<file path="src/rtl/bitnet_train_seq.sv">
// bitnet_train_seq: sequences one forward/backward training step per sample through a bitnet unit
module bitnet_train_seq #(
  parameter int WIDTH         = 3,
  parameter int SETTLE_CYCLES = 8,
  parameter int BK_CYCLES     = 4,
  parameter bit SKIP_CORRECT  = 1'b1,
  parameter int STAT_W        = 16
) (
  input  logic                       clk_in,
  input  logic                       rst_in,
  input  logic                       sample_valid,
  output logic                       sample_ready,
  input  logic [WIDTH-1:0]           sample_x,
  input  logic [WIDTH-1:0]           sample_y,
  output logic                       fd_prop,
  output logic                       bk_prop,
  output logic [WIDTH-1:0]           fin,
  output logic [WIDTH-1:0]           bin,
  input  logic [WIDTH-1:0]           fout,
  input  logic                       control_out,
  output logic                       result_valid,
  output logic [WIDTH-1:0]           result_fout,
  output logic [$clog2(WIDTH+1)-1:0] result_errs,
  output logic                       result_ctrl,
  input  logic                       clear_stats,
  output logic [STAT_W-1:0]          stat_samples,
  output logic [STAT_W-1:0]          stat_errbits
);
  localparam int EW = $clog2(WIDTH + 1);
  localparam int MX = SETTLE_CYCLES > BK_CYCLES ? SETTLE_CYCLES : BK_CYCLES;
  localparam int CW = $clog2(MX + 1);
  localparam logic [STAT_W-1:0] SMAX = '1;
  localparam logic [2:0] IDLE    = 3'd0;
  localparam logic [2:0] FWD     = 3'd1;
  localparam logic [2:0] CAPTURE = 3'd2;
  localparam logic [2:0] BWD     = 3'd3;
  localparam logic [2:0] REPORT  = 3'd4;

  logic [2:0]       state;
  logic [CW-1:0]    cnt;
  logic [WIDTH-1:0] target_q, fout_q, diff;
  logic [EW-1:0]    errs;
  logic [STAT_W:0]  err_sum;
  logic             live, skip, to_report;

  assign diff         = target_q ^ fout_q;
  assign skip         = SKIP_CORRECT && errs == '0;
  assign to_report    = (state == CAPTURE && skip) || (state == BWD && cnt == '0);
  assign sample_ready = live && state == IDLE;
  assign fd_prop      = state == FWD;
  assign bk_prop      = state == BWD;
  assign bin          = (state == CAPTURE || state == BWD || state == REPORT) ? ~diff : '0;
  assign err_sum      = {1'b0, stat_errbits} + (STAT_W + 1)'(errs);

  // popcount of mismatched bits between target and captured output
  always_comb begin
    errs = '0;
    for (int i = 0; i < WIDTH; i++) errs = errs + EW'(diff[i]);
  end

  // phase sequencing; live keeps sample_ready low until the first edge out of reset
  always_ff @(posedge clk_in or negedge rst_in) begin
    if (!rst_in) begin
      state    <= IDLE;
      cnt      <= '0;
      live     <= 1'b0;
      fin      <= '0;
      target_q <= '0;
      fout_q   <= '0;
    end else begin
      live <= 1'b1;
      case (state)
        IDLE: if (sample_valid && sample_ready) begin
          fin      <= sample_x;
          target_q <= sample_y;
          cnt      <= CW'(SETTLE_CYCLES - 1);
          state    <= FWD;
        end
        FWD: if (cnt == '0) begin
          fout_q <= fout;
          state  <= CAPTURE;
        end else cnt <= cnt - CW'(1);
        CAPTURE: if (skip) state <= REPORT;
        else begin
          cnt   <= CW'(BK_CYCLES - 1);
          state <= BWD;
        end
        BWD: if (cnt == '0) state <= REPORT;
        else cnt <= cnt - CW'(1);
        default: state <= IDLE;
      endcase
    end
  end

  // result registers load on the edge entering REPORT and hold until the next one
  always_ff @(posedge clk_in or negedge rst_in) begin
    if (!rst_in) begin
      result_valid <= 1'b0;
      result_fout  <= '0;
      result_errs  <= '0;
      result_ctrl  <= 1'b0;
    end else begin
      result_valid <= to_report;
      if (to_report) begin
        result_fout <= fout_q;
        result_errs <= errs;
        result_ctrl <= control_out;
      end
    end
  end

  // saturating statistics; a clear coinciding with REPORT takes priority
  always_ff @(posedge clk_in or negedge rst_in) begin
    if (!rst_in) begin
      stat_samples <= '0;
      stat_errbits <= '0;
    end else if (clear_stats) begin
      stat_samples <= '0;
      stat_errbits <= '0;
    end else if (state == REPORT) begin
      stat_samples <= stat_samples == SMAX ? SMAX : stat_samples + STAT_W'(1);
      stat_errbits <= err_sum > {1'b0, SMAX} ? SMAX : err_sum[STAT_W-1:0];
    end
  end
endmodule
</file>
<file path="config.mk">
export PLATFORM = sky130hd
export DESIGN_NAME = bitnet_train_seq
export DESIGN_NICKNAME = d
export VERILOG_FILES = /design/src/rtl/bitnet_train_seq.sv
export SDC_FILE = /design/constraint.sdc
export NUM_CORES = 1
export LEC_CHECK = 0
export ABC_AREA = 0
export CAP_MARGIN = 20
export CELL_PAD_IN_SITES_DETAIL_PLACEMENT = 1
export CELL_PAD_IN_SITES_GLOBAL_PLACEMENT = 1
export CORE_AREA = 2 2 95 97
export CTS_CLUSTER_SIZE = 20
export DETAILED_ROUTE_END_ITERATION = 12
export DIE_AREA = 0 0 97 99
export GPL_TIMING_DRIVEN = 0
export MAX_ROUTING_LAYER = met4
export PLACE_DENSITY_LB_ADDON = 0.1
export SYNTH_ARGS = -nofsm -noshare
export SYNTH_HDL_FRONTEND = slang
export SYNTH_SLANG_ARGS = --single-unit
</file>
<file path="constraint.sdc">
create_clock -name clk_in -period 3.2 [get_ports clk_in]
set_input_delay 0.32 -clock clk_in [delete_from_list [all_inputs] [get_ports clk_in]]
set_output_delay 0.32 -clock clk_in [all_outputs]
set_load 0.01 [all_outputs]
</file>
==> out/results.env <==
ANTENNA_FOUND_INITIAL=0
TIMING_MAX_TRANSITION_VIOLATIONS_FINAL=0
WORST_SLEW_PIN_SLEW_PS=736.0
VIAS=2512
HOLD_PATH_CLASS='input pin to asynchronous set/reset pin'
LAYOUT.AREA.SEQ_UM2=1403
CTS.HOLD.BUFFERS_ADDED=0
VIAS_IN_THE_FIRST_GLOBAL_ROUTE=2625
POST-ROUTE-PERIOD-UTIL_PCT=95.48
GRT_PASS1_WL_UM=13310
AREA_GROWTH_SYN_TO_LAYOUT_PCT=32.33
MOST_USED_STANDARD_CELL_BY_INSTANCE_COUNT_AFTER_SYNTHESIS='sky130_fd_sc_hd__dfrtp_1'
CRIT_TOP_CELL='sky130_fd_sc_hd__inv_1'
SYNTH_FA_HA_AREA_SHARE_PCT=3.087
SLEW_HEADROOM_PCT=50.83
FP-ROW-COUNT=34
GLOBALROUTEOVERFLOWTOTAL=0
YOSYS.AREA_SHARE.XOR_XNOR_PCT=1.501
GRT_MAX_DEGREE=33
NUMBER_OF_VIAS_PER_CELL_AFTER_DETAILED_ROUTING=5.368
HTREE_NUM_LEVELS=2
SYNTH.YOSYS.WARNINGS=0
TIGHTEST_HOLD_MARGIN_PS=10.50
DIE_W_UM=97
FIN_CRIT_PS=3055
ROUTE.DETAILED.WL_PER_INST_UM=16.99
START_UTIL_PCT=34.12
TIMING_WORST_SETUP_PATH_TYPE='flip-flop to flip-flop'
SYNTH_TOP_FLOP_CELL='sky130_fd_sc_hd__dfrtp_1'
SYNTHESIZED_NET_COUNT=308
TOP_LAYER_USED='met4'
LAYOUT.FILLER_CELLS=968
CTS_TREE='done'
ASYNCSETRESETFLOPFRACSYNTH_PCT=100.0
INITIALDRTVIOLATIONCOUNT=87
MAXCLOCKFREQUENCY_GHz=0.3273
FIRSTDRTPASSITERS=4
WORSTPATHBUFFERINVERTERCOUNT=3
SETUP_VIOLS_FINAL=0
CRITICAL_PATH.CELL_CHAIN='xnor2_2, fa_1, inv_1, ha_2, inv_1, fa_2, nor2b_4, nand2_2, or4_4, buf_6, a41o_1, a21oi_2'
SYNTH_TOP_FAMILY_BY_AREA='simple AND/OR/NAND/NOR gates'
POWER_DENSITY_OVER_THE_CELLS_nW_PER_UM2=673.7
CTS_CLOCK_PIN_SLEW_FOR_THE_WORST_SETUP_AND_HOLD_PATHS_PS=100
FRACTION_OF_FINAL_LAYOUT_CELLS_WITH_DRIVE_STRENGTH_GREATER_THAN_1_PCT=15.56
CRIT_PATH_END_KIND='flip-flop'
WL_MET3_UM=297
SYNTH_TOP_AREA_SHARE_PCT=48.03
MAXCAPVIOLATIONS=0
PORT_BUFFERS=61
FINAL_NETS=379
REMAINING_DRC_ERRORS=0
FRACTION_OF_THE_YOSYS_AREA_TAKEN_BY_SEQUENTIAL_CELLS_PCT=48.03
YS_SEQ_ELEMENTS=56
CRIT_SLOWEST_CELL='sky130_fd_sc_hd__fa_1'
MET2ROUTEDLENGTH_UM=3719
CP.ARRIVAL_PS=3310
SYNTH_EDF_COUNT=0
POWER.TOTAL_W=0.002601
YOSYS-MUX-AREA-FRACTION_PCT=7.075
SETUP_TNS_PS=0
POWER.STATIC_LEAKAGE_nW=1.597
CRITICAL_PATH.MAX_STAGE_DELAY_PS=480
DRT-MET1-WL_UM=3842
IRDROPWORSTVDD_V=0.0005193
SYNTH-COMPOUND-AREA-SHARE_PCT=14.97
DP.FINAL_HPWL_UM=5741
CLOCK_PATH_BUFFERS=2
ANTENNA_CELLS_INSERTED=0
ANT_NETS=0
CTS_ROOT_BUFFER='sky130_fd_sc_hd__clkbuf_8'
DIE-AREA_UM2=9603
CORE-AREA_UM2=8551
YS_TOP_CELLS_BY_AREA='sky130_fd_sc_hd__dfrtp_1, sky130_fd_sc_hd__mux2_2, sky130_fd_sc_hd__nor2_1'
DRT_WL_TOTAL_UM=7952
SYNTH_LARGEST_AREA_CELL='sky130_fd_sc_hd__dfrtp_1'
CRITICAL_PATH_REQUIRED_PS=3450
GRT.TOTAL_USAGE_PCT=17.61
POST-ROUTE-UTIL_PCT=45.16
OUTCOME='finished, final reports clean'
FINAL_HOLD_VIOL_COUNT=0
RSZ0062_AT_GRT='yes'
SYNTHESIS.INSTANCES=288
FINALWEIGHTEDCONGESTION=0.7818
RANKING_OF_SYNTHESIZED_CELLS_BY_INSTANCE_COUNT='sky130_fd_sc_hd__dfrtp_1, sky130_fd_sc_hd__nor2_1, sky130_fd_sc_hd__nand2_1'
NETLIST-CELL-TYPE-COUNT=50
CLOCK_LATENCY_PS=320
TRITONCTS.NUM_BUFFERS=5
SETUP_CRIT_START_KIND='flip-flop'
CTS_NUM_SINKS=56
MULTI_INPUT_LOGIC_AREA_UM2=1449
YOSYS.AREA_SHARE.SIMPLE_PCT=21.40
AVGSYNTHCELLAREA_UM2=10.13
FLOORPLAN.IO_PINS=62
NETLIST_AREA_UM2=2918
FIN_SKEW_PS=13.25
CRIT_PATH_MAX_FANOUT=9
CHIPHEIGHT_UM=99
TIMING.CRITICAL_PATH.MAX_DELAY_FAMILY='adder cells'
-- metal layers --
metal,vias to the layer above,global-route usage [%]
li1,1186,-
met1,1258,23.81
met2,57,27.35
met3,11,3.475
met4,0,4.550
met5,-,-
-- worst paths after layout --
| check | endpoint | slack (ps) | cells after the start | startpoint |
|---|---|---|---|---|
| min in group clk_in | cnt[0] | 500 | 1 | cnt[0] |
| max in group asynchronous | fout_q[1] | 2580 | 2 | rst_in |
| worst max-delay path | stat_errbits[5] | 140 | 12 | target_q[1] |
| worst min register to register | cnt[0] | 500 | 1 | cnt[0] |
| worst max register to register | stat_errbits[5] | 140 | 12 | target_q[1] |
| worst min-delay path | stat_errbits[12] | 10 | 1 | rst_in |
-- placed cells by master (no fill, tap or decap), types with 3 or more instances in the layout --
master | synthesis | routed
sky130_fd_sc_hd__clkbuf_1 | 6 | 5
sky130_fd_sc_hd__nand4_1 | 7 | 7
sky130_fd_sc_hd__clkbuf_8 | 0 | 6
sky130_fd_sc_hd__a41oi_1 | 3 | 3
sky130_fd_sc_hd__nand2_1 | 21 | 20
sky130_fd_sc_hd__o21ai_0 | 9 | 9
sky130_fd_sc_hd__nand3_1 | 7 | 7
sky130_fd_sc_hd__a21oi_1 | 13 | 13
sky130_fd_sc_hd__xnor2_2 | 0 | 3
sky130_fd_sc_hd__a311oi_1 | 6 | 6
sky130_fd_sc_hd__clkdlybuf4s50_1 | 0 | 60
sky130_fd_sc_hd__mux2i_1 | 6 | 6
sky130_fd_sc_hd__a211oi_1 | 7 | 7
sky130_fd_sc_hd__dfrtp_1 | 56 | 55
sky130_fd_sc_hd__inv_1 | 14 | 14
sky130_fd_sc_hd__nand2_2 | 2 | 3
sky130_fd_sc_hd__buf_2 | 5 | 6
sky130_fd_sc_hd__and3_1 | 7 | 7
sky130_fd_sc_hd__o21bai_1 | 5 | 5
sky130_fd_sc_hd__ha_1 | 4 | 3
sky130_fd_sc_hd__nor3_1 | 10 | 10
sky130_fd_sc_hd__a31oi_1 | 8 | 8
sky130_fd_sc_hd__mux2_2 | 13 | 13
sky130_fd_sc_hd__nor2b_1 | 8 | 7
sky130_fd_sc_hd__a41o_1 | 3 | 3
sky130_fd_sc_hd__nor2_1 | 28 | 28
-- cell type report --
| cell class | count | area share [%] |
|---|---|---|
| Multi-Input combinational cell | 206 | 37.52 |
| Sequential cell | 56 | 36.33 |
| Timing Repair Buffer | 64 | 16.59 |
| Tap cell | 108 | 3.500 |
| Clock buffer | 6 | 2.139 |
| Buffer | 12 | 1.555 |
| Inverter | 14 | 1.361 |
| Clock inverter | 2 | 1.005 |
-- timing repair --
| action | CTS | global route |
|---|---|---|
| setup buffers | 0 | 2 |
| resized for setup | 6 | 6 |
| endpoints found under the setup margin | 15 | 15 |
| pin swaps | 0 | 2 |
-- cells by family after synthesis --
group / after synthesis
buf+inv: 26
mux: 19
flops: 56
compound gates: 63
simple gates: 112
fa+ha+maj: 6
xor+xnor: 5
other cells: 1
-- power breakdown --
part | leakage (nW) | internal [W] | total, W | switching (W)
Sequential | 0.740 | 0.000853 | 0.000976 | 0.000123
Clock | 0.0614 | 0.000257 | 0.000505 | 0.000248
Combinational | 0.795 | 0.000573 | 0.00112 | 0.000548
-- state kept, by name (all words and copies together), names as in the netlist --
name / count
result_errs: 2
live: 1
result_valid: 1
result_ctrl: 1
result_fout: 3
state: 3
fin: 3
stat_samples: 16
target_q: 3
cnt: 4
stat_errbits: 16
fout_q: 3
-- metrics by stage --
stage | setup slack [ps] | instance area (um^2) | std cells
5_1_grt | -25.07 | 3861 | 468
3_5_place_dp | -428.1 | 3679 | 458
2_1_floorplan | 184.5 | 2918 | 288
3_3_place_gp | -507.3 | 3664 | 457
6_report | 144.7 | 3861 | 468
4_1_cts | 11.13 | 3836 | 466
Note: power is estimated with default switching activity, not from simulation.
